**src/rtl/cpu_def.sv**
```systemverilog
// Shared MIPS decode definitions: opcode/funct encodings, instruction-class
// indices and predecode bundle field widths.
package cpu_def;

  localparam int INSTR_W = 32;
  localparam int REG_W   = 5;
  localparam int OP_W    = 6;

  localparam logic [5:0] OP_RTYPE  = 6'b000000;
  localparam logic [5:0] OP_REGIMM = 6'b000001;
  localparam logic [5:0] OP_J      = 6'b000010;
  localparam logic [5:0] OP_JAL    = 6'b000011;
  localparam logic [5:0] OP_BEQ    = 6'b000100;
  localparam logic [5:0] OP_BNE    = 6'b000101;
  localparam logic [5:0] OP_BLEZ   = 6'b000110;
  localparam logic [5:0] OP_BGTZ   = 6'b000111;
  localparam logic [5:0] OP_ADDI   = 6'b001000;
  localparam logic [5:0] OP_ADDIU  = 6'b001001;
  localparam logic [5:0] OP_SLTI   = 6'b001010;
  localparam logic [5:0] OP_SLTIU  = 6'b001011;
  localparam logic [5:0] OP_ANDI   = 6'b001100;
  localparam logic [5:0] OP_ORI    = 6'b001101;
  localparam logic [5:0] OP_XORI   = 6'b001110;
  localparam logic [5:0] OP_LUI    = 6'b001111;
  localparam logic [5:0] OP_COP0   = 6'b010000;
  localparam logic [5:0] OP_LB     = 6'b100000;
  localparam logic [5:0] OP_LH     = 6'b100001;
  localparam logic [5:0] OP_LW     = 6'b100011;
  localparam logic [5:0] OP_LBU    = 6'b100100;
  localparam logic [5:0] OP_LHU    = 6'b100101;
  localparam logic [5:0] OP_SB     = 6'b101000;
  localparam logic [5:0] OP_SH     = 6'b101001;
  localparam logic [5:0] OP_SW     = 6'b101011;
  localparam logic [5:0] OP_CACHE  = 6'b101111;

  localparam logic [5:0] F_SLL     = 6'b000000;
  localparam logic [5:0] F_SRL     = 6'b000010;
  localparam logic [5:0] F_SRA     = 6'b000011;
  localparam logic [5:0] F_SLLV    = 6'b000100;
  localparam logic [5:0] F_SRLV    = 6'b000110;
  localparam logic [5:0] F_SRAV    = 6'b000111;
  localparam logic [5:0] F_JR      = 6'b001000;
  localparam logic [5:0] F_JALR    = 6'b001001;
  localparam logic [5:0] F_SYSCALL = 6'b001100;
  localparam logic [5:0] F_BREAK   = 6'b001101;
  localparam logic [5:0] F_MFHI    = 6'b010000;
  localparam logic [5:0] F_MTHI    = 6'b010001;
  localparam logic [5:0] F_MFLO    = 6'b010010;
  localparam logic [5:0] F_MTLO    = 6'b010011;
  localparam logic [5:0] F_MULT    = 6'b011000;
  localparam logic [5:0] F_MULTU   = 6'b011001;
  localparam logic [5:0] F_DIV     = 6'b011010;
  localparam logic [5:0] F_DIVU    = 6'b011011;
  localparam logic [5:0] F_ADD     = 6'b100000;
  localparam logic [5:0] F_ADDU    = 6'b100001;
  localparam logic [5:0] F_SUB     = 6'b100010;
  localparam logic [5:0] F_SUBU    = 6'b100011;
  localparam logic [5:0] F_AND     = 6'b100100;
  localparam logic [5:0] F_OR      = 6'b100101;
  localparam logic [5:0] F_XOR     = 6'b100110;
  localparam logic [5:0] F_NOR     = 6'b100111;
  localparam logic [5:0] F_SLT     = 6'b101010;
  localparam logic [5:0] F_SLTU    = 6'b101011;
  localparam logic [5:0] F_ERET    = 6'b011000;

  localparam logic [4:0] RT_BLTZ   = 5'b00000;
  localparam logic [4:0] RT_BGEZ   = 5'b00001;
  localparam logic [4:0] RT_BLTZAL = 5'b10000;
  localparam logic [4:0] RT_BGEZAL = 5'b10001;

  localparam logic [4:0] RS_MFC0   = 5'b00000;
  localparam logic [4:0] RS_MTC0   = 5'b00100;
  // bits [25:6] of ERET: CO bit set, everything else zero
  localparam logic [19:0] ERET_BODY = 20'h80000;

  localparam logic [4:0] REG_RA    = 5'd31;

  localparam int CLS_BRANCH = 0;
  localparam int CLS_ERET   = 1;
  localparam int CLS_MTC0   = 2;
  localparam int CLS_CACHE  = 3;
  localparam int CLS_N      = 4;

  typedef logic [CLS_N-1:0] cls_vec_t;

endpackage

```
**src/rtl/instr_predecode.sv**
```systemverilog
// Combinational predecode of one MIPS instruction word into register
// addresses, write enable, class flags and a reserved-instruction flag.
module instr_predecode
  import cpu_def::*;
#(
  parameter int SUPPORT_CACHE = 1
) (
  input  logic [INSTR_W-1:0] instr,
  input  logic               fexc,
  output logic [REG_W-1:0]   a1,
  output logic [REG_W-1:0]   a2,
  output logic [REG_W-1:0]   a3,
  output logic               regwrite,
  output logic               is_branch,
  output logic               eret,
  output logic               mtc0,
  output logic               cache_req,
  output logic               ri
);

  logic [INSTR_W-1:0] word_s;
  logic [OP_W-1:0]    op_s;
  logic [5:0]         funct_s;
  logic [REG_W-1:0]   rs_s;
  logic [REG_W-1:0]   rt_s;
  logic [REG_W-1:0]   rd_s;
  logic [REG_W-1:0]   dst_s;
  logic               legal_s;
  logic               wr_s;
  cls_vec_t           cls_s;

  // Decode the (fexc-masked) word; anything not matched is reserved.
  always_comb begin
    word_s   = fexc ? 32'h0000_0000 : instr;
    op_s     = word_s[31:26];
    rs_s     = word_s[25:21];
    rt_s     = word_s[20:16];
    rd_s     = word_s[15:11];
    funct_s  = word_s[5:0];
    legal_s  = 1'b1;
    wr_s     = 1'b0;
    dst_s    = 5'd0;
    cls_s    = '0;
    case (op_s)
      OP_RTYPE: begin
        case (funct_s)
          F_JR: cls_s[CLS_BRANCH] = 1'b1;
          F_JALR: begin
            cls_s[CLS_BRANCH] = 1'b1;
            wr_s  = 1'b1;
            dst_s = rd_s;
          end
          F_SYSCALL, F_BREAK, F_MTHI, F_MTLO,
          F_MULT, F_MULTU, F_DIV, F_DIVU: wr_s = 1'b0;
          F_SLL, F_SRL, F_SRA, F_SLLV, F_SRLV, F_SRAV, F_MFHI, F_MFLO,
          F_ADD, F_ADDU, F_SUB, F_SUBU, F_AND, F_OR, F_XOR, F_NOR,
          F_SLT, F_SLTU: begin
            wr_s  = 1'b1;
            dst_s = rd_s;
          end
          default: legal_s = 1'b0;
        endcase
      end
      OP_REGIMM: begin
        case (rt_s)
          RT_BLTZ, RT_BGEZ: cls_s[CLS_BRANCH] = 1'b1;
          RT_BLTZAL, RT_BGEZAL: begin
            cls_s[CLS_BRANCH] = 1'b1;
            wr_s  = 1'b1;
            dst_s = REG_RA;
          end
          default: legal_s = 1'b0;
        endcase
      end
      OP_J, OP_BEQ, OP_BNE, OP_BLEZ, OP_BGTZ: cls_s[CLS_BRANCH] = 1'b1;
      OP_JAL: begin
        cls_s[CLS_BRANCH] = 1'b1;
        wr_s  = 1'b1;
        dst_s = REG_RA;
      end
      OP_ADDI, OP_ADDIU, OP_SLTI, OP_SLTIU, OP_ANDI, OP_ORI, OP_XORI, OP_LUI,
      OP_LB, OP_LH, OP_LW, OP_LBU, OP_LHU: begin
        wr_s  = 1'b1;
        dst_s = rt_s;
      end
      OP_SB, OP_SH, OP_SW: wr_s = 1'b0;
      OP_COP0: begin
        if (rs_s == RS_MFC0) begin
          wr_s  = 1'b1;
          dst_s = rt_s;
        end else if (rs_s == RS_MTC0) begin
          cls_s[CLS_MTC0] = 1'b1;
        end else if ((word_s[25:6] == ERET_BODY) && (funct_s == F_ERET)) begin
          cls_s[CLS_ERET] = 1'b1;
        end else begin
          legal_s = 1'b0;
        end
      end
      OP_CACHE: begin
        if (SUPPORT_CACHE != 0) begin
          cls_s[CLS_CACHE] = 1'b1;
        end else begin
          legal_s = 1'b0;
        end
      end
      default: legal_s = 1'b0;
    endcase
  end

  // A write to $0 is no write, so the NOP that a fetch exception becomes has regwrite = 0.
  assign a1        = rs_s;
  assign a2        = rt_s;
  assign regwrite  = legal_s && wr_s && (dst_s != 5'd0);
  assign a3        = regwrite ? dst_s : 5'd0;
  assign is_branch = legal_s && cls_s[CLS_BRANCH];
  assign eret      = legal_s && cls_s[CLS_ERET];
  assign mtc0      = legal_s && cls_s[CLS_MTC0];
  assign cache_req = legal_s && cls_s[CLS_CACHE];
  assign ri        = !legal_s;

endmodule

```
**src/rtl/instr_decode_queue.sv**
```systemverilog
// Decode-stage front end: DEPTH-entry instruction FIFO feeding a registered
// predecode bundle, with flush and branch-delay-slot tracking.
module instr_decode_queue
  import cpu_def::*;
#(
  parameter int DEPTH         = 4,
  parameter int PC_WIDTH      = 32,
  parameter int SUPPORT_CACHE = 1
) (
  input  logic                       clk,
  input  logic                       rst,
  input  logic                       in_valid,
  output logic                       in_ready,
  input  logic [PC_WIDTH-1:0]        in_pc,
  input  logic [31:0]                in_instr,
  input  logic                       in_fexc,
  input  logic                       flush,
  output logic                       out_valid,
  input  logic                       out_ready,
  output logic [PC_WIDTH-1:0]        out_pc,
  output logic [31:0]                out_instr,
  output logic [4:0]                 out_a1,
  output logic [4:0]                 out_a2,
  output logic [4:0]                 out_a3,
  output logic                       out_regwrite,
  output logic                       out_is_branch,
  output logic                       out_bd,
  output logic                       out_eret,
  output logic                       out_mtc0,
  output logic                       out_cache_req,
  output logic                       out_ri,
  output logic                       out_fexc,
  output logic [$clog2(DEPTH+1)-1:0] count
);

  localparam int PTR_W = $clog2(DEPTH);
  localparam int CNT_W = $clog2(DEPTH+1);

  logic [PC_WIDTH-1:0] pc_mem_r    [DEPTH];
  logic [31:0]         instr_mem_r [DEPTH];
  logic                fexc_mem_r  [DEPTH];
  logic [PTR_W-1:0]    wr_ptr_r;
  logic [PTR_W-1:0]    rd_ptr_r;
  logic [CNT_W-1:0]    count_r;
  logic                last_branch_r;
  logic                push_s;
  logic                load_s;
  logic                head_fexc_s;
  logic [31:0]         head_instr_s;

  logic [4:0] pd_a1_s;
  logic [4:0] pd_a2_s;
  logic [4:0] pd_a3_s;
  logic       pd_regwrite_s;
  logic       pd_is_branch_s;
  logic       pd_eret_s;
  logic       pd_mtc0_s;
  logic       pd_cache_req_s;
  logic       pd_ri_s;

  assign count        = count_r;
  assign in_ready     = (count_r < CNT_W'(DEPTH));
  assign push_s       = in_valid && in_ready && !flush;
  assign load_s       = (count_r != '0) && (!out_valid || out_ready) && !flush;
  assign head_fexc_s  = fexc_mem_r[rd_ptr_r];
  assign head_instr_s = head_fexc_s ? 32'h0000_0000 : instr_mem_r[rd_ptr_r];

  instr_predecode #(
    .SUPPORT_CACHE (SUPPORT_CACHE)
  ) u_predecode (
    .instr     (instr_mem_r[rd_ptr_r]),
    .fexc      (head_fexc_s),
    .a1        (pd_a1_s),
    .a2        (pd_a2_s),
    .a3        (pd_a3_s),
    .regwrite  (pd_regwrite_s),
    .is_branch (pd_is_branch_s),
    .eret      (pd_eret_s),
    .mtc0      (pd_mtc0_s),
    .cache_req (pd_cache_req_s),
    .ri        (pd_ri_s)
  );

  // FIFO storage write; contents are only meaningful between the pointers.
  always_ff @(posedge clk) begin
    if (push_s) begin
      pc_mem_r[wr_ptr_r]    <= in_pc;
      instr_mem_r[wr_ptr_r] <= in_instr;
      fexc_mem_r[wr_ptr_r]  <= in_fexc;
    end
  end

  // FIFO pointers and occupancy.
  always_ff @(posedge clk or posedge rst) begin
    if (rst) begin
      wr_ptr_r <= '0;
      rd_ptr_r <= '0;
      count_r  <= '0;
    end else if (flush) begin
      wr_ptr_r <= '0;
      rd_ptr_r <= '0;
      count_r  <= '0;
    end else begin
      if (push_s) begin
        wr_ptr_r <= wr_ptr_r + PTR_W'(1);
      end
      if (load_s) begin
        rd_ptr_r <= rd_ptr_r + PTR_W'(1);
      end
      count_r <= count_r + CNT_W'(push_s) - CNT_W'(load_s);
    end
  end

  // Output bundle register and delay-slot tracker.
  always_ff @(posedge clk or posedge rst) begin
    if (rst) begin
      out_valid     <= 1'b0;
      out_pc        <= '0;
      out_instr     <= 32'h0000_0000;
      out_a1        <= 5'd0;
      out_a2        <= 5'd0;
      out_a3        <= 5'd0;
      out_regwrite  <= 1'b0;
      out_is_branch <= 1'b0;
      out_bd        <= 1'b0;
      out_eret      <= 1'b0;
      out_mtc0      <= 1'b0;
      out_cache_req <= 1'b0;
      out_ri        <= 1'b0;
      out_fexc      <= 1'b0;
      last_branch_r <= 1'b0;
    end else if (flush) begin
      out_valid     <= 1'b0;
      last_branch_r <= 1'b0;
    end else if (load_s) begin
      out_valid     <= 1'b1;
      out_pc        <= pc_mem_r[rd_ptr_r];
      out_instr     <= head_instr_s;
      out_a1        <= pd_a1_s;
      out_a2        <= pd_a2_s;
      out_a3        <= pd_a3_s;
      out_regwrite  <= pd_regwrite_s;
      out_is_branch <= pd_is_branch_s;
      out_bd        <= last_branch_r;
      out_eret      <= pd_eret_s;
      out_mtc0      <= pd_mtc0_s;
      out_cache_req <= pd_cache_req_s;
      out_ri        <= pd_ri_s;
      out_fexc      <= head_fexc_s;
      last_branch_r <= pd_is_branch_s;
    end else if (out_ready) begin
      out_valid     <= 1'b0;
    end
  end

endmodule

```
**config.mk**
```make
export PLATFORM = sky130hd
export DESIGN_NAME = instr_decode_queue
export DESIGN_NICKNAME = d
export VERILOG_FILES = /design/src/rtl/cpu_def.sv /design/src/rtl/instr_predecode.sv /design/src/rtl/instr_decode_queue.sv
export SDC_FILE = /design/constraint.sdc
export NUM_CORES = 1
export LEC_CHECK = 0
export CORE_MARGIN = 2
export CORE_UTILIZATION = 35
export CTS_CLUSTER_DIAMETER = 30
export DETAILED_ROUTE_END_ITERATION = 10
export GPL_ROUTABILITY_DRIVEN = 0
export PLACE_DENSITY = 0.61
export SLEW_MARGIN = 10
export SYNTH_ARGS = -nofsm -noshare
export SYNTH_HDL_FRONTEND = slang
export SYNTH_SLANG_ARGS = --single-unit
export TNS_END_PERCENT = 30
```
**constraint.sdc**
```tcl
create_clock -name clk -period 3.3 [get_ports clk]
set_input_delay 0.66 -clock clk [delete_from_list [all_inputs] [get_ports clk]]
set_output_delay 0.66 -clock clk [all_outputs]
set_load 0.005 [all_outputs]
```
==> flow_summary.ini <==
[synth]
postSynthAreaPerCell_sq_um = 17.9
synthAdderAreaFrac = 0.00712
syn_nets = 824
async_flop_share = 0.249
synth_seq_area_share = 0.746
synth-main-ff-cell = edfxtp_1
yosys.area_share.simple = 0.0684
netlist_area_sq_um = 13400
synthMuxAreaShare = 0.114
synth_top_family_by_area = multiplexers
ys_warn_count = 0
synth_edf_count = 260
synth_compound_area_frac = 0.0395
synth_seq_cells = 346
yosys.area_share.xor_xnor = 0.00328
synthCells = 747
synth.distinct_cells = 68

[job]
maxCapViolCount = 0

[route]
post_drt_wl_per_cell_um = 20.4
viasPerCell = 4.87
dr.pass1.iters = 5
postRouteAntennaNets = 0
drt-initial-drc-count = 558
route.detailed.drc = 0
wirelength_um = 31200
vias = 7449

[placement]
place_worst_setup_slack_ps = 313
portBuffers = 161
dp_cells = 1400
dpl.hpwl_um = 19700
placed_area_sq_um = 15700

[worst_setup_path]
cp-end-kind = register
crit_family = simple AND/OR/NAND/NOR gates
crit_path_cell_trace = buf_12, mux4_2, nor4b_1, nand2_1, nor4_1, nor2_1, a32o_1
cp-start-kind = register
r2r_start = rd_ptr_r[0]$_DFFE_PP0P_
crit_fanout = 25
crit_arrival_ps = 3340
critPathBufInv = 1
cpMaxStageDelayCell = mux4_2
required_ps = 3730
startpoint = rd_ptr_r[0]$_DFFE_PP0P_
worstSetupPathType = reg2reg
critPathMaxStageDelay_ps = 680

[cells_and_area]
nFillCells = 3200
final_area_sq_um = 18100
layout_common_cells = 260 x edfxtp_1, 161 x clkdlybuf4s50_1, 132 x nand2_1
fin_util = 0.480
drive_gt1_frac = 0.220
syn_to_final_growth_pct = 35.4
num_antenna_cells = 0
layout.cells.non_filler = 1529
multi_input_area_sq_um = 3120
seq_area_sq_um = 9970
mostFrequentLayoutCell = edfxtp_1
fin_nets = 1038

[grt]
grt_pass1_wl_um = 47300
gr-total-overflow = 0
grt_pass1_vias = 7693
antenna_found_initial = 3
grt_start_max_net_pins = 57
grt_use_total = 0.161

[floorplanning]
die_h_um = 199
ios = 162
num_rows = 71
die_area_sq_um = 39700
placeableCoreArea_sq_um = 37700
start_util = 0.355
die_w_um = 199

[clocking]
clockBufferDepth = 3
htree_levels = 3
cts_made_buffers = 70
clkTransAtPathRegs_ps = 50
post-cts-setup-buffer-count = 0
root_buffer = clkbuf_16
clkSinkCount = 346
clk_latency_ps = 560
cts_tree = built
hold_buffers = 0
ctsResizeCount = 0

[sta]
drv_slew = 0
setup_viol = 0
hold_ws_ps = 465
setup_slack_ps = 390
worst_slew_pin_slew_ps = 1250
relSlewSlack = 0.166
fmax_ghz = 0.344
finalSetupTns_ps = 0
rsz0062_at_grt = no
fin_skew_ps = 24.9
hold_viol_final = 0
min_period_over_period = 0.882
fin_crit_ps = 2910

[outcome]
status = completed

[worst_hold_path]
hold_start = out_pc[10]$_DFFE_PP0P_
hold_class = reg2reg

[power_and_ir_drop]
p_per_area_nw_per_um2 = 922
ir_drop_v = 0.000360
p_leak_nw = 6.50
finalPower_mw = 16.7
cell families (layout without fill, tap and decap cells):
logic type	after synthesis	in the layout
flip-flops	346	346
multiplexers	69	69
AND/OR/NAND/NOR	201	201
buffers and inverters	54	325
AO/OA/AOI/OAI	65	65
XOR/XNOR	5	5
adder cells (fa/ha/maj)	7	7
power by group:
group          internal [mW]  leakage (nW)  switching [mW]
Sequential              5.36          3.46           0.460
Clock                   4.72          1.16            2.32
Combinational           2.01          1.89            1.80
final cells by class:
class | instances | area share
Inverter | 12 | 0.00263
Tap cell | 511 | 0.0354
Timing Repair Buffer | 184 | 0.106
Multi-Input combinational cell | 347 | 0.172
Clock buffer | 79 | 0.103
Clock inverter | 50 | 0.0302
Sequential cell | 346 | 0.551
sequential cells by signal, summed over array words and instances (netlist names), 2 cells and up:
register	cells
pc_mem_r	128
out_pc	32
wr_ptr_r	2
instr_mem_r	128
out_instr	32
fexc_mem_r	4
out_a3	5
rd_ptr_r	2
count	3
per-layer routing:
| layer | wire length [um] | track usage | vias to the layer above | share of wire |
|---|---|---|---|---|
| met5 | 39 | 0 | - | 0.0013 |
| met4 | 622 | 0.0557 | 6 | 0.020 |
| met3 | 2030 | 0.0471 | 48 | 0.065 |
| met2 | 14600 | 0.243 | 220 | 0.47 |
| met1 | 13900 | 0.223 | 3816 | 0.45 |
| li1 | - | - | 3359 | - |
cells in the mapped netlist (2+ instances only):
cell	n	area share
a211oi_1	4	0.0022
a21oi_1	5	0.0019
a22o_1	24	0.016
a22oi_1	2	0.0011
a311oi_1	3	0.0020
a31oi_1	2	0.00094
a32o_1	2	0.0015
and2_1	4	0.0019
buf_1	5	0.0014
buf_2	9	0.0034
buf_4	11	0.0062
buf_8	2	0.0022
clkbuf_1	13	0.0037
dfrtp_1	86	0.16
edfxtp_1	260	0.58
ha_1	6	0.0056
inv_1	11	0.0031
mux2i_1	3	0.0022
mux4_1	3	0.0059
mux4_2	62	0.10
nand2_1	132	0.037
nand2b_1	4	0.0019
nand3_1	5	0.0019
nor2_1	24	0.0067
nor2b_1	4	0.0019
nor3_1	7	0.0026
nor4_1	4	0.0019
nor4b_1	2	0.0013
o21ai_0	6	0.0022
xnor2_1	4	0.0026
path summary, 6_finish.rpt:
check	depth (start not counted)	end	slack, ps
max	7	out_ri$_DFFE_PP0P_	390
min reg2reg	2	out_pc[10]$_DFFE_PP0P_	470
min in group asynchronous	2	out_valid$_DFFE_PP0P_	480
min	2	out_pc[10]$_DFFE_PP0P_	470
max reg2reg	7	out_ri$_DFFE_PP0P_	390
max in group asynchronous	3	out_pc[18]$_DFFE_PP0P_	2120
tightest hold or removal path: cells and delay by family, from the launching register on:
kind | cells | cell delay [ps]
flops | 1 | 330
simple gates | 2 | 110
Power figures use the tool's default switching activity.
